### src/rtl/uart_i2c_pkg.sv
// uart_i2c_pkg: shared parser states, mode encodings and error codes for the UART-to-I2C path
package uart_i2c_pkg;
  typedef enum logic [2:0] {
    S_IDLE, S_GET_MODE, S_GET_ADDR, S_GET_D0, S_GET_D1, S_COMMIT, S_WAIT_SPACE
  } parser_state_t;
  localparam logic [1:0] MODE_PTR = 2'b00;
  localparam logic [1:0] MODE_RD2 = 2'b01;
  localparam logic [1:0] MODE_WR1 = 2'b10;
  localparam logic [1:0] MODE_WR2 = 2'b11;
  localparam logic [1:0] ERR_MODE = 2'd1;
  localparam logic [1:0] ERR_TIMEOUT = 2'd2;
  localparam logic [1:0] ERR_OVERRUN = 2'd3;
  function automatic int unsigned data_bytes(input logic [1:0] m);
    return (m == MODE_PTR || m == MODE_RD2) ? 0 : (m == MODE_WR1) ? 1 : 2;
  endfunction
endpackage

### src/rtl/byte_timeout_timer.sv
// byte_timeout_timer: reloadable down-counter that flags expiry when it reaches zero while enabled
module byte_timeout_timer #(
  parameter int TW = 17,
  parameter logic [TW-1:0] LOAD = '1
) (
  input  logic clk,
  input  logic reset,
  input  logic i_clear,
  input  logic i_en,
  output logic o_expire
);
  logic [TW-1:0] r_cnt;
  always_ff @(posedge clk or negedge reset)
    if (!reset) r_cnt <= '0;
    else if (i_clear) r_cnt <= LOAD;
    else if (i_en && r_cnt != '0) r_cnt <= r_cnt - TW'(1);
  assign o_expire = i_en && (r_cnt == '0);
endmodule

### src/rtl/uart_cmd_parser.sv
// uart_cmd_parser: assembles framed UART commands and commits them to four aligned instruction FIFOs
module uart_cmd_parser
  import uart_i2c_pkg::*;
#(
  parameter logic [7:0] SYNC_BYTE = 8'hA5,
  parameter int TIMEOUT_CYCLES = 100000,
  parameter int TW = 17
) (
  input  logic        clk,
  input  logic        reset,
  input  logic [7:0]  rx_data,
  input  logic        rx_valid,
  input  logic        buffers_full,
  output logic        wr_opbuffer,
  output logic        wr_addrbuffer,
  output logic        wr_databuffer1,
  output logic        wr_databuffer2,
  output logic [7:0]  mode,
  output logic [7:0]  addr_pointer,
  output logic [15:0] wr_data,
  output logic        busy,
  output logic        err_valid,
  output logic [1:0]  err_code
);
  parser_state_t r_state;
  logic          r_wr;
  logic [7:0]    r_mode;
  logic [7:0]    r_addr;
  logic [15:0]   r_wr_data;
  logic          r_err_valid;
  logic [1:0]    r_err_code;
  logic          w_run;
  logic          w_clear;
  logic          w_expire;

  assign w_run = (r_state >= S_GET_MODE) && (r_state <= S_GET_D1);
  assign w_clear = rx_valid && (r_state == S_IDLE || w_run);

  byte_timeout_timer #(.TW(TW), .LOAD(TW'(TIMEOUT_CYCLES - 1))) u_timer (
    .clk      (clk),
    .reset    (reset),
    .i_clear  (w_clear),
    .i_en     (w_run),
    .o_expire (w_expire)
  );

  // The final byte of a frame either fires the strobes next cycle or parks in WAIT_SPACE.
  always_ff @(posedge clk or negedge reset)
    if (!reset) begin
      r_state     <= S_IDLE;
      r_wr        <= 1'b0;
      r_mode      <= '0;
      r_addr      <= '0;
      r_wr_data   <= '0;
      r_err_valid <= 1'b0;
      r_err_code  <= '0;
    end else begin
      r_wr        <= 1'b0;
      r_err_valid <= 1'b0;
      if (w_expire && !rx_valid) begin
        r_err_valid <= 1'b1;
        r_err_code  <= ERR_TIMEOUT;
        r_state     <= S_IDLE;
      end else begin
        case (r_state)
          S_IDLE:
            if (rx_valid && rx_data == SYNC_BYTE) r_state <= S_GET_MODE;
          S_GET_MODE:
            if (rx_valid) begin
              if (|rx_data[7:2]) begin
                r_err_valid <= 1'b1;
                r_err_code  <= ERR_MODE;
                r_state     <= S_IDLE;
              end else begin
                r_mode    <= rx_data;
                r_wr_data <= '0;
                r_state   <= S_GET_ADDR;
              end
            end
          S_GET_ADDR:
            if (rx_valid) begin
              r_addr <= rx_data;
              if (data_bytes(r_mode[1:0]) != 0) r_state <= S_GET_D0;
              else begin
                r_wr    <= !buffers_full;
                r_state <= buffers_full ? S_WAIT_SPACE : S_COMMIT;
              end
            end
          S_GET_D0:
            if (rx_valid) begin
              r_wr_data[7:0] <= rx_data;
              if (data_bytes(r_mode[1:0]) == 2) r_state <= S_GET_D1;
              else begin
                r_wr    <= !buffers_full;
                r_state <= buffers_full ? S_WAIT_SPACE : S_COMMIT;
              end
            end
          S_GET_D1:
            if (rx_valid) begin
              r_wr_data[15:8] <= rx_data;
              r_wr            <= !buffers_full;
              r_state         <= buffers_full ? S_WAIT_SPACE : S_COMMIT;
            end
          S_COMMIT:
            r_state <= S_IDLE;
          S_WAIT_SPACE: begin
            if (rx_valid) begin
              r_err_valid <= 1'b1;
              r_err_code  <= ERR_OVERRUN;
            end
            if (!buffers_full) begin
              r_wr    <= 1'b1;
              r_state <= S_COMMIT;
            end
          end
          default:
            r_state <= S_IDLE;
        endcase
      end
    end

  assign wr_opbuffer    = r_wr;
  assign wr_addrbuffer  = r_wr;
  assign wr_databuffer1 = r_wr;
  assign wr_databuffer2 = r_wr;
  assign mode           = r_mode;
  assign addr_pointer   = r_addr;
  assign wr_data        = r_wr_data;
  assign busy           = (r_state != S_IDLE);
  assign err_valid      = r_err_valid;
  assign err_code       = r_err_code;
endmodule
### config.mk
export PLATFORM = sky130hd
export DESIGN_NAME = uart_cmd_parser
export DESIGN_NICKNAME = d
export VERILOG_FILES = /design/src/rtl/uart_i2c_pkg.sv /design/src/rtl/byte_timeout_timer.sv /design/src/rtl/uart_cmd_parser.sv
export SDC_FILE = /design/constraint.sdc
export NUM_CORES = 1
export LEC_CHECK = 0
export ABC_CLOCK_PERIOD_IN_PS = 4400
export BUFFER_PORTS_ARGS = -buffer_cell sky130_fd_sc_hd__buf_2
export CAP_MARGIN = 20
export CORE_MARGIN = 3
export CORE_UTILIZATION = 55
export CTS_CLUSTER_SIZE = 8
export DETAILED_ROUTE_END_ITERATION = 6
export HOLD_SLACK_MARGIN = 0.1
export PLACE_DENSITY = 0.89
export SLEW_MARGIN = 10
export SYNTH_ARGS = -nofsm -noshare
export SYNTH_HDL_FRONTEND = slang
export SYNTH_HIERARCHICAL = 1
export SYNTH_SLANG_ARGS = --single-unit
### constraint.sdc
create_clock -name clk -period 4.4 [get_ports clk]
set_input_delay 1.1 -clock clk [delete_from_list [all_inputs] [get_ports clk]]
set_output_delay 1.1 -clock clk [all_outputs]
set_load 0.02 [all_outputs]
==> summary.txt, run 1 <==
Synth
  – Number of distinct library cells after synthesis: 54
  – YS warnings: 6
  – Mean Syn Cell Area: 10.3 um2
  – Syn Inst Count: 265
  – Mapped Area: 0.00272 mm2
  – Sequential area share after synthesis: 51.5%
  – EDFF count, synth: 0
  – Syn nets: 278
  – Count of state elements after synthesis: 56
  – Main synth FF type: dfrtp_1
  – Async set-reset flop share out of synthesis: 100%

Floorplanning
  – Die X: 76.3 um
  – Die Area: 0.00583 mm2
  – Initial Util: 59.6%
  – Core ar.: 0.00456 mm2
  – IO Count: 52
  – Die Ht: 76.3 um
  – Row Count: 24

Critical path
  – Worst reg-to-reg setup slack: 1.50 ns
  – Setup Crit Path Kind: flop to flop
  – Critical path data required time: 4.62 ns
  – Slowest CP cell: dfrtp_1
  – Cell mode on critical path: nor2b_1
  – Worst setup EP type: flop
  – CP max stage delay: 0.56 ns
  – Critical path launch point type: flop
  – Worst Path Max Fanout: 15
  – CP Cell Sequence: nor2_1, nor2b_1, nor2_1, nand3_1, nor2b_1, nor2b_1, o31ai_1, a211o_1, o31ai_1
  – Worst EP arrival: 3.12 ns

Detailed routing
  – DR DRC count: 0
  – Post-Route WL: 6020 um
  – Via/cell ratio: 5.68
  – Pre-Repair DR Iteration Count: 4
  – Final ANT Viol Nets: 0
  – WL per Instance: 15.9 um
  – Via count: 2157
  – Drt initial violations: 120

Placed design
  – Global placement routability congestion: 0.889
  – DP HPWL: 4360 um
  – Placed Cells: 372
  – Number of buffers added on ports: 51
  – Setup WS pre-CTS: 1.44 ns

STA
  – Slack of the critical path: 1.50 ns
  – # setup viols final: 0
  – Hold Slack: 0.502 ns
  – Max-slew headroom: 54.0%
  – Post-layout minimum cycle time: 2.90 ns
  – Final period util: 66.0%
  – Hold violation count in the final report: 0
  – Final slew viol count: 0
  – Worst slew pin tran: 0.688 ns
  – TNS Setup: 0 ns
  – Worst Skew: 0.00548 ns
  – Unrepaired setup endpoints after global routing: no
  – Maximum clock rate: 0.345 GHz

Layout
  – ANT cells: 0
  – Area of the multi-input gates: 0.00123 mm2
  – Nets@finish: 327
  – Share of cells above drive strength 1: 28.3%
  – Most frequent cells in the layout: 56 x dfrtp_1, 51 x buf_2, 37 x nand2_1, 23 x nor2_1, 15 x o21ai_0
  – Core Util, Final: 68.0%
  – # fillers: 360
  – Most common cell after layout, fill and taps aside: dfrtp_1
  – Area grow syn2layout: 14.1%
  – Storage element area: 0.00140 mm2
  – Final cell count without fillers: 380

Clock network
  – H-tree depth: 2
  – CTS Buf Count: 5
  – CTS Buffer Depth: 2
  – Post-CTS Setup Bufs: 0
  – Resized cells post-CTS: 0
  – Worst-path clk slew: 0.10 ns
  – Skew-Pair Late Insertion Delay: 0.30 ns
  – Clk sinks: 56
  – Root Driver: clkbuf_8
  – TritonCTS clock tree: done
  – CTS Hold Bufs: 0

Outcome
  – Status: complete, no violations

Power and ir drop
  – Worst vdd ir: 0.000437 V
  – Leak: 0.00147 uW
  – PwrDens: 471 mW/mm2

Global routing
  – First-pass GRT wire length: 10400 um
  – Largest net degree at the start of global routing: 30
  – GRT overflow: 0
  – Number of global-route vias before repair: 2183
  – Initial antenna violation count: 0
  – Total track usage: 21.7%

Hold path
  – Hold WC Path Type: flop to flop

Job
  – Max Cap Viol: 0
## path summary, 6_finish.rpt
path                            start  cells past startpoint                 to
setup / recovery           r_state[0]                      9         r_state[0]
hold / removal                mode[2]                      1            mode[2]
setup reg to reg           r_state[0]                      9         r_state[0]
hold reg to reg               mode[2]                      1            mode[2]
max in group asynchronous       reset                      2         wr_data[1]
min in group asynchronous       reset                      1  u_timer/r_cnt[16]
## critical path, delay by kind of cell, from the launching register on
kind	cells	cell delay, ns
AND/OR/NAND/NOR	6	1.51
AO/OA/AOI/OAI	3	0.73
flip-flops	1	0.56
## power breakdown
part / total [uW] / internal (uW) / switching (uW) / leakage [uW]
logic: 471 / 176 / 295 / 0.000711
registers: 704 / 620 / 84.0 / 0.000709
clock network: 286 / 115 / 172 / 0.0000485
total: 1460 / 910 / 551 / 0.00147
## metal layers
layer,GRT usage [%],vias up,routed length [um]
met4,6.16,0,27
met2,36.4,62,2940
met5,0,-,0
met1,28.5,1044,2770
met3,4.49,2,289
li1,-,1049,-
## cells by family after synthesis
kind of cell	Yosys count	synth area share, %
and+or+nand+nor	110	23.2
AOI/OAI and AO/OA	64	16.0
DFF	56	51.5
buffers and inverters	20	3.45
muxes	10	4.05
xor gates and xnor gates	4	1.29
adders and majority gates	1	0.460
## state kept, by name, indices dropped and copies added (netlist names)
signal,cells
u_timer/r_cnt,17
wr_data,16
addr_pointer,8
mode,8
r_state,3
err_code,2
err_valid,1
wr_addrbuffer,1
## cells in the mapped netlist (all sizes together) (6+ instances only)
cell | instances | area share [%]
a21oi | 13 | 2.4
a22o | 8 | 2.6
and2 | 6 | 1.9
clkbuf | 7 | 0.97
dfrtp | 56 | 51
inv | 9 | 1.2
mux2 | 8 | 3.3
nand2 | 37 | 5.1
nor2 | 23 | 3.2
nor2b | 7 | 1.6
o21ai | 15 | 2.8
## metrics by stage
| stage | cell area, um2 | power, uW |
|---|---|---|
| finish | 3100 | 1460 |
| global route | 3100 | 1540 |
| global placement | 3010 | 1170 |
| floorplan | 2720 | 1000 |
| CTS | 3100 | 1470 |
| detailed placement | 3010 | 1180 |
## final cells by class
cell class                 instances  share of cell area [%]
multi-input combinational        189                    39.5
sequential                        56                    45.1
inverter                           9                    1.09
clock buffer                       5                    2.22
clock inverter                     3                   0.726
timing repair buffer              53                    8.71
tap                               65                    2.62
Power figures use the tool's default switching activity.
==> run 2, diff against run 1 <==
- ABC_CLOCK_PERIOD_IN_PS: 4400 -> 3000
- clock period: 4.4 -> 3 ns (I/O delays scaled with it)
==> summary.txt, run 2 (synthesized netlist as in run 1, its figures left out) <==
Global routing
  – Initial antenna violation count: 0 (unchanged)
  – GRT overflow: 0 (unchanged)
  – Largest net degree at the start of global routing: 57 (+90%)
  – Total track usage: 21.3% (-0.40 points)
  – First-pass GRT wire length: 10200 um (-1.9%)
  – Number of global-route vias before repair: 2162 (-0.96%)

Detailed routing
  – Via/cell ratio: 5.81 (+2.3%)
  – Final ANT Viol Nets: 0 (unchanged)
  – Pre-Repair DR Iteration Count: 4 (unchanged)
  – DR top layer: met4
  – Metal3 WL: 333 um (+15%)
  – Drt initial violations: 106 (-12%)
  – Post-Route WL: 6000 um (-0.42%)
  – WL per Instance: 15.5 um (-2.2%)
  – Metal2 WL: 2840 um (-3.3%)
  – Wl on met1: 2750 um (-0.61%)
  – Via count: 2248 (+4.2%)
  – DR DRC count: 0 (unchanged)

Layout
  – Largest reg by FF count: u_timer/r_cnt
  – Most frequent cells in the layout: 56 x dfrtp_1, 51 x buf_2, 37 x nand2_1, 22 x nor2_1, 15 x o21ai_0
  – Share of cells above drive strength 1: 30.1% (+1.9 points)
  – ANT cells: 0 (unchanged)
  – Core Util, Final: 69.3% (+1.3 points)
  – Area grow syn2layout: 16.2%
  – Most common cell after layout, fill and taps aside: dfrtp_1
  – Nets@finish: 334 (+2.1%)
  – Max reg flops: 17 (unchanged)

Placed design
  – Setup WS pre-CTS: 0.338 ns (-1.10 ns)
  – DP HPWL: 4290 um (-1.6%)
  – Global placement routability congestion: 0.859 (-3.4%)
  – Number of buffers added on ports: 51 (unchanged)

Clock network
  – Skew-Pair Late Insertion Delay: 0.31 ns (about the same)
  – CTS Hold Bufs: 0 (unchanged)
  – CTS Buf Count: 5 (unchanged)
  – Root Driver: clkbuf_8
  – Worst-path clk slew: 0.10 ns (about the same)
  – Clk sinks: 56 (unchanged)
  – Post-CTS Setup Bufs: 0 (unchanged)
  – TritonCTS clock tree: done
  – Resized cells post-CTS: 0 (unchanged)
  – CTS Buffer Depth: 2 (unchanged)
  – H-tree depth: 2 (unchanged)

Critical path
  – Setup Crit Path Kind: flop to flop
  – Worst setup EP type: flop
  – Worst Path Max Fanout: 5 (-10)
  – Critical path data required time: 3.23 ns (-1.39 ns)
  – Worst EP arrival: 2.92 ns (-0.20 ns)
  – Critical path launch point type: flop

Floorplanning
  – Row Count: 24 (unchanged)
  – Die Area: 0.00583 mm2 (unchanged)
  – Die Ht: 76.3 um (unchanged)
  – Die X: 76.3 um (unchanged)
  – IO Count: 52 (unchanged)
  – Core ar.: 0.00456 mm2 (unchanged)
  – Initial Util: 59.6% (unchanged)

STA
  – Post-layout minimum cycle time: 2.69 ns (-0.215 ns)
  – Slack of the critical path: 0.312 ns (-1.19 ns)
  – # setup viols final: 0 (unchanged)
  – TNS Setup: 0 ns (unchanged)
  – Hold violation count in the final report: 0 (unchanged)
  – Maximum clock rate: 0.372 GHz (+8.0%)
  – Worst slew pin tran: 0.721 ns (+0.0331 ns)
  – Final slew viol count: 0 (unchanged)
  – Unrepaired setup endpoints after global routing: no
  – Worst Skew: 0.00566 ns (+0.000186 ns)
  – Max-slew headroom: 51.7% (-2.2 points)
  – Final period util: 89.6% (+24 points)

Outcome
  – Status: complete, no violations

Power and ir drop
  – PwrDens: 684 mW/mm2 (+45%)
  – Worst vdd ir: 0.000491 V (+12%)
  – Leak: 0.00150 uW (+2.2%)

Hold path
  – Hold WC Path Type: flop to flop

Job
  – Max Cap Viol: 0 (unchanged)
run 2: cell count changes in the layout (fill, tap and decap cells not counted), sizes merged:
cell | before | now
clkinvlp | 0 | 1
buf | 53 | 60
inv | 10 | 11
clkinv | 2 | 0
run 2: power breakdown:
part           total [uW]  internal, uW  switching [uW]
registers            1010           909             102
clock network         427           171             256
logic                 726           271             455
run 2: cell type report:
cell class / count / area (um2)
Fill cell: 355 / 1400
Sequential cell: 56 / 1400
Tap cell: 65 / 81.3
Timing Repair Buffer: 60 / 323
Clock buffer: 5 / 68.8
Inverter: 9 / 33.8
Multi-Input combinational cell: 189 / 1230
Clock inverter: 3 / 25.0
run 2: per-layer routing:
layer | track usage (%) | up-vias
li1 | - | 1058
met1 | 28.7 | 1114
met2 | 34.4 | 67
met3 | 5.20 | 9
met4 | 5.98 | 0
met5 | 0 | -
run 2: worst max-delay path, cell delays in order (launching register included):
cell and delay (ns):
dfrtp_1 0.42, inv_1 0.08, ha_1 0.22, nor4b_1 0.37, nand3_1 0.16, nor2b_1 0.30
nor2b_1 0.31, o31ai_1 0.14, a211o_1 0.35, o31ai_1 0.24
run 2: path summary, 6_finish.rpt:
path	start	endpoint	slack [ns]	cells after the start
worst max-delay path	u_timer/r_cnt[0]	r_state[0]	0.31	9
worst min-delay path	wr_data[4]	wr_data[4]	0.51	1
worst max register to register	u_timer/r_cnt[0]	r_state[0]	0.31	9
worst min register to register	wr_data[4]	wr_data[4]	0.51	1
max in group asynchronous	reset	r_state[1]	1.98	2
min in group asynchronous	reset	wr_addrbuffer	0.55	2
run 2: metrics by stage:
step / cells / cell area (um2) / hold slack (ns) / total power (uW)
after detailed placement: 379 / 3070 / 0.482 / 1750
final: 387 / 3160 / 0.506 / 2160
after CTS: 387 / 3160 / 0.510 / 2180
after global placement: 379 / 3070 / 0.484 / 1730
after global routing: 387 / 3160 / 0.519 / 2290
after floorplan: 265 / 2720 / 0.454 / 1470
==> run 3, diff against run 2 <==
==> constraint.sdc (replaced) <==
create_clock -name clk -period 3 [get_ports clk]
set_input_delay 0.45 -clock clk [delete_from_list [all_inputs] [get_ports clk]]
set_output_delay 0.45 -clock clk [all_outputs]
set_load 0.02 [all_outputs]
==> summary.txt, run 3 (synthesized netlist as in run 1, its figures left out) <==
Global routing
  – Largest net degree at the start of global routing: 41 (-28%)
  – Number of global-route vias before repair: 2236 (+3.4%)
  – Initial antenna violation count: 0 (unchanged)
  – First-pass GRT wire length: 10500 um (+3.3%)
  – Total track usage: 22.3% (+1.0 points)
  – GRT overflow: 0 (unchanged)

Layout
  – Storage element area: 0.00140 mm2 (unchanged)
  – ANT cells: 0 (unchanged)
  – Area grow syn2layout: 16.0%
  – Area of the multi-input gates: 0.00123 mm2 (unchanged)
  – Most common cell after layout, fill and taps aside: dfrtp_1
  – Largest reg by FF count: u_timer/r_cnt
  – Most frequent cells in the layout: 56 x dfrtp_1, 51 x buf_2, 37 x nand2_1, 23 x nor2_1, 15 x o21ai_0
  – # fillers: 362 (+2.0%)
  – Nets@finish: 333 (-0.30%)
  – Max reg flops: 17 (unchanged)
  – Share of cells above drive strength 1: 29.9% (-0.22 points)

Floorplanning
  – Core ar.: 0.00456 mm2 (unchanged)
  – Die Area: 0.00583 mm2 (unchanged)
  – Row Count: 24 (unchanged)
  – IO Count: 52 (unchanged)
  – Die Ht: 76.3 um (unchanged)
  – Initial Util: 59.6% (unchanged)
  – Die X: 76.3 um (unchanged)

Clock network
  – CTS Buf Count: 5 (unchanged)
  – Worst-path clk slew: 0.10 ns (about the same)
  – CTS Buffer Depth: 2 (unchanged)
  – CTS Hold Bufs: 0 (unchanged)
  – H-tree depth: 2 (unchanged)
  – Root Driver: clkbuf_8
  – Skew-Pair Late Insertion Delay: 0.32 ns (about the same)
  – Clk sinks: 56 (unchanged)
  – TritonCTS clock tree: done

Critical path
  – Setup Crit Path Kind: flop to flop
  – CP Cell Sequence: nor2_1, nor2b_1, nor2_1, nand3_1, nor2b_2, nor2b_1, o31ai_1, a211o_1, o31ai_1
  – Critical path launch point type: flop
  – Worst setup EP type: flop
  – CP max stage delay: 0.41 ns (about the same)
  – Worst reg-to-reg setup slack: 0.35 ns (+0.04 ns)
  – CP bufs+invs: 0 (-1)
  – Worst EP arrival: 2.87 ns (-0.05 ns)
  – R2R Path End: r_state[0]
  – Worst r2r src: r_state[1]
  – Crit-path leading delay family: simple AND/OR/NAND/NOR gates
  – Slowest CP cell: dfrtp_1
  – Worst Path Max Fanout: 7 (+2)
  – Critical path data required time: 3.23 ns (about the same)
  – R2R depth: 9 (unchanged)

Detailed routing
  – Via/cell ratio: 5.78 (-0.45%)
  – Via count: 2232 (-0.71%)
  – WL per Instance: 16.2 um (+4.2%)
  – Post-Route WL: 6240 um (+4.0%)
  – Final ANT Viol Nets: 0 (unchanged)
  – Pre-Repair DR Iteration Count: 5 (+1)
  – DR DRC count: 0 (unchanged)
  – Drt initial violations: 143 (+35%)

STA
  – Post-layout minimum cycle time: 2.65 ns (-0.0412 ns)
  – TNS Setup: 0 ns (unchanged)
  – Hold violation count in the final report: 0 (unchanged)
  – Maximum clock rate: 0.378 GHz (+1.6%)
  – Final slew viol count: 0 (unchanged)
  – Max-slew headroom: 41.7% (-10 points)
  – # setup viols final: 0 (unchanged)
  – Final period util: 88.2% (-1.4 points)
  – Unrepaired setup endpoints after global routing: no
  – Hold Slack: 0.240 ns (-0.266 ns)
  – Worst Skew: 0.00892 ns (+0.00325 ns)
  – Worst slew pin tran: 0.874 ns (+0.153 ns)

Hold path
  – Hold WC Path Type: primary input to async pin

Job
  – Max Cap Viol: 0 (unchanged)

Power and ir drop
  – Leak: 0.00150 uW (about the same)
  – PwrDens: 688 mW/mm2 (+0.49%)
  – Worst vdd ir: 0.000565 V (+15%)

Outcome
  – Status: complete, no violations

Placed design
  – Number of buffers added on ports: 51 (unchanged)
  – DP HPWL: 4610 um (+7.5%)
  – Global placement routability congestion: 0.869 (+1.1%)
==> run 3: changes by cell type in the layout (fill, tap and decap cells not counted), sizes merged <==
cell,before,now
clkinv,0,1
clkinvlp,1,0
buf,60,59
==> run 3: area by class of cell <==
cell class	count	area share, %
Timing Repair Buffer	59	9.99
Tap cell	65	2.58
Clock buffer	5	2.18
Clock inverter	3	0.833
Multi-Input combinational cell	189	38.9
Inverter	9	1.07
Sequential cell	56	44.4
==> run 3: routing by layer <==
metal  global-route usage (%)  share of wire, %  routed length, um  up-vias
met4                     7.97               2.4                148        0
li1                         -                 -                  -     1053
met2                     36.3                48               3000       84
met3                     5.44               6.6                414       15
met1                     29.1                43               2680     1080
met5                        0                 0                  0        -
==> run 3: worst max path at each step <==
stage                     start  slack [ns]  depth (start not counted)         end
2_1_floorplan        r_state[1]        0.57                         10  r_state[0]
3_3_place_gp         r_state[1]        0.52                          9  r_state[0]
3_5_place_dp   u_timer/r_cnt[0]        0.34                          9  r_state[0]
4_1_cts        u_timer/r_cnt[0]        0.29                          9  r_state[0]
5_1_grt        u_timer/r_cnt[0]       0.006                          9  r_state[0]
6_report             r_state[1]        0.35                          9  r_state[0]
==> run 3: repair_timing <==
item,CTS,global route
endpoints found under the setup margin,0,2
buffers inserted,0,0
gates resized for setup,0,1
==> run 3: per-stage QoR <==
step | setup WS, ns | instance area, um2 | util (%) | total power, uW | std cells
after CTS | 0.286 | 3150 | 69.1 | 2180 | 386
after floorplan | 0.572 | 2720 | - | 1470 | 265
after global placement | 0.524 | 3060 | 67.0 | 1720 | 378
final | 0.354 | 3160 | 69.1 | 2170 | 386
after detailed placement | 0.344 | 3060 | 67.0 | 1740 | 378
after global routing | 0.00642 | 3160 | 69.1 | 2300 | 386
==> run 3: power by group <==
group          internal (uW)  switching [uW]
Combinational            268             461
Sequential               909            95.4
Clock                    172             264
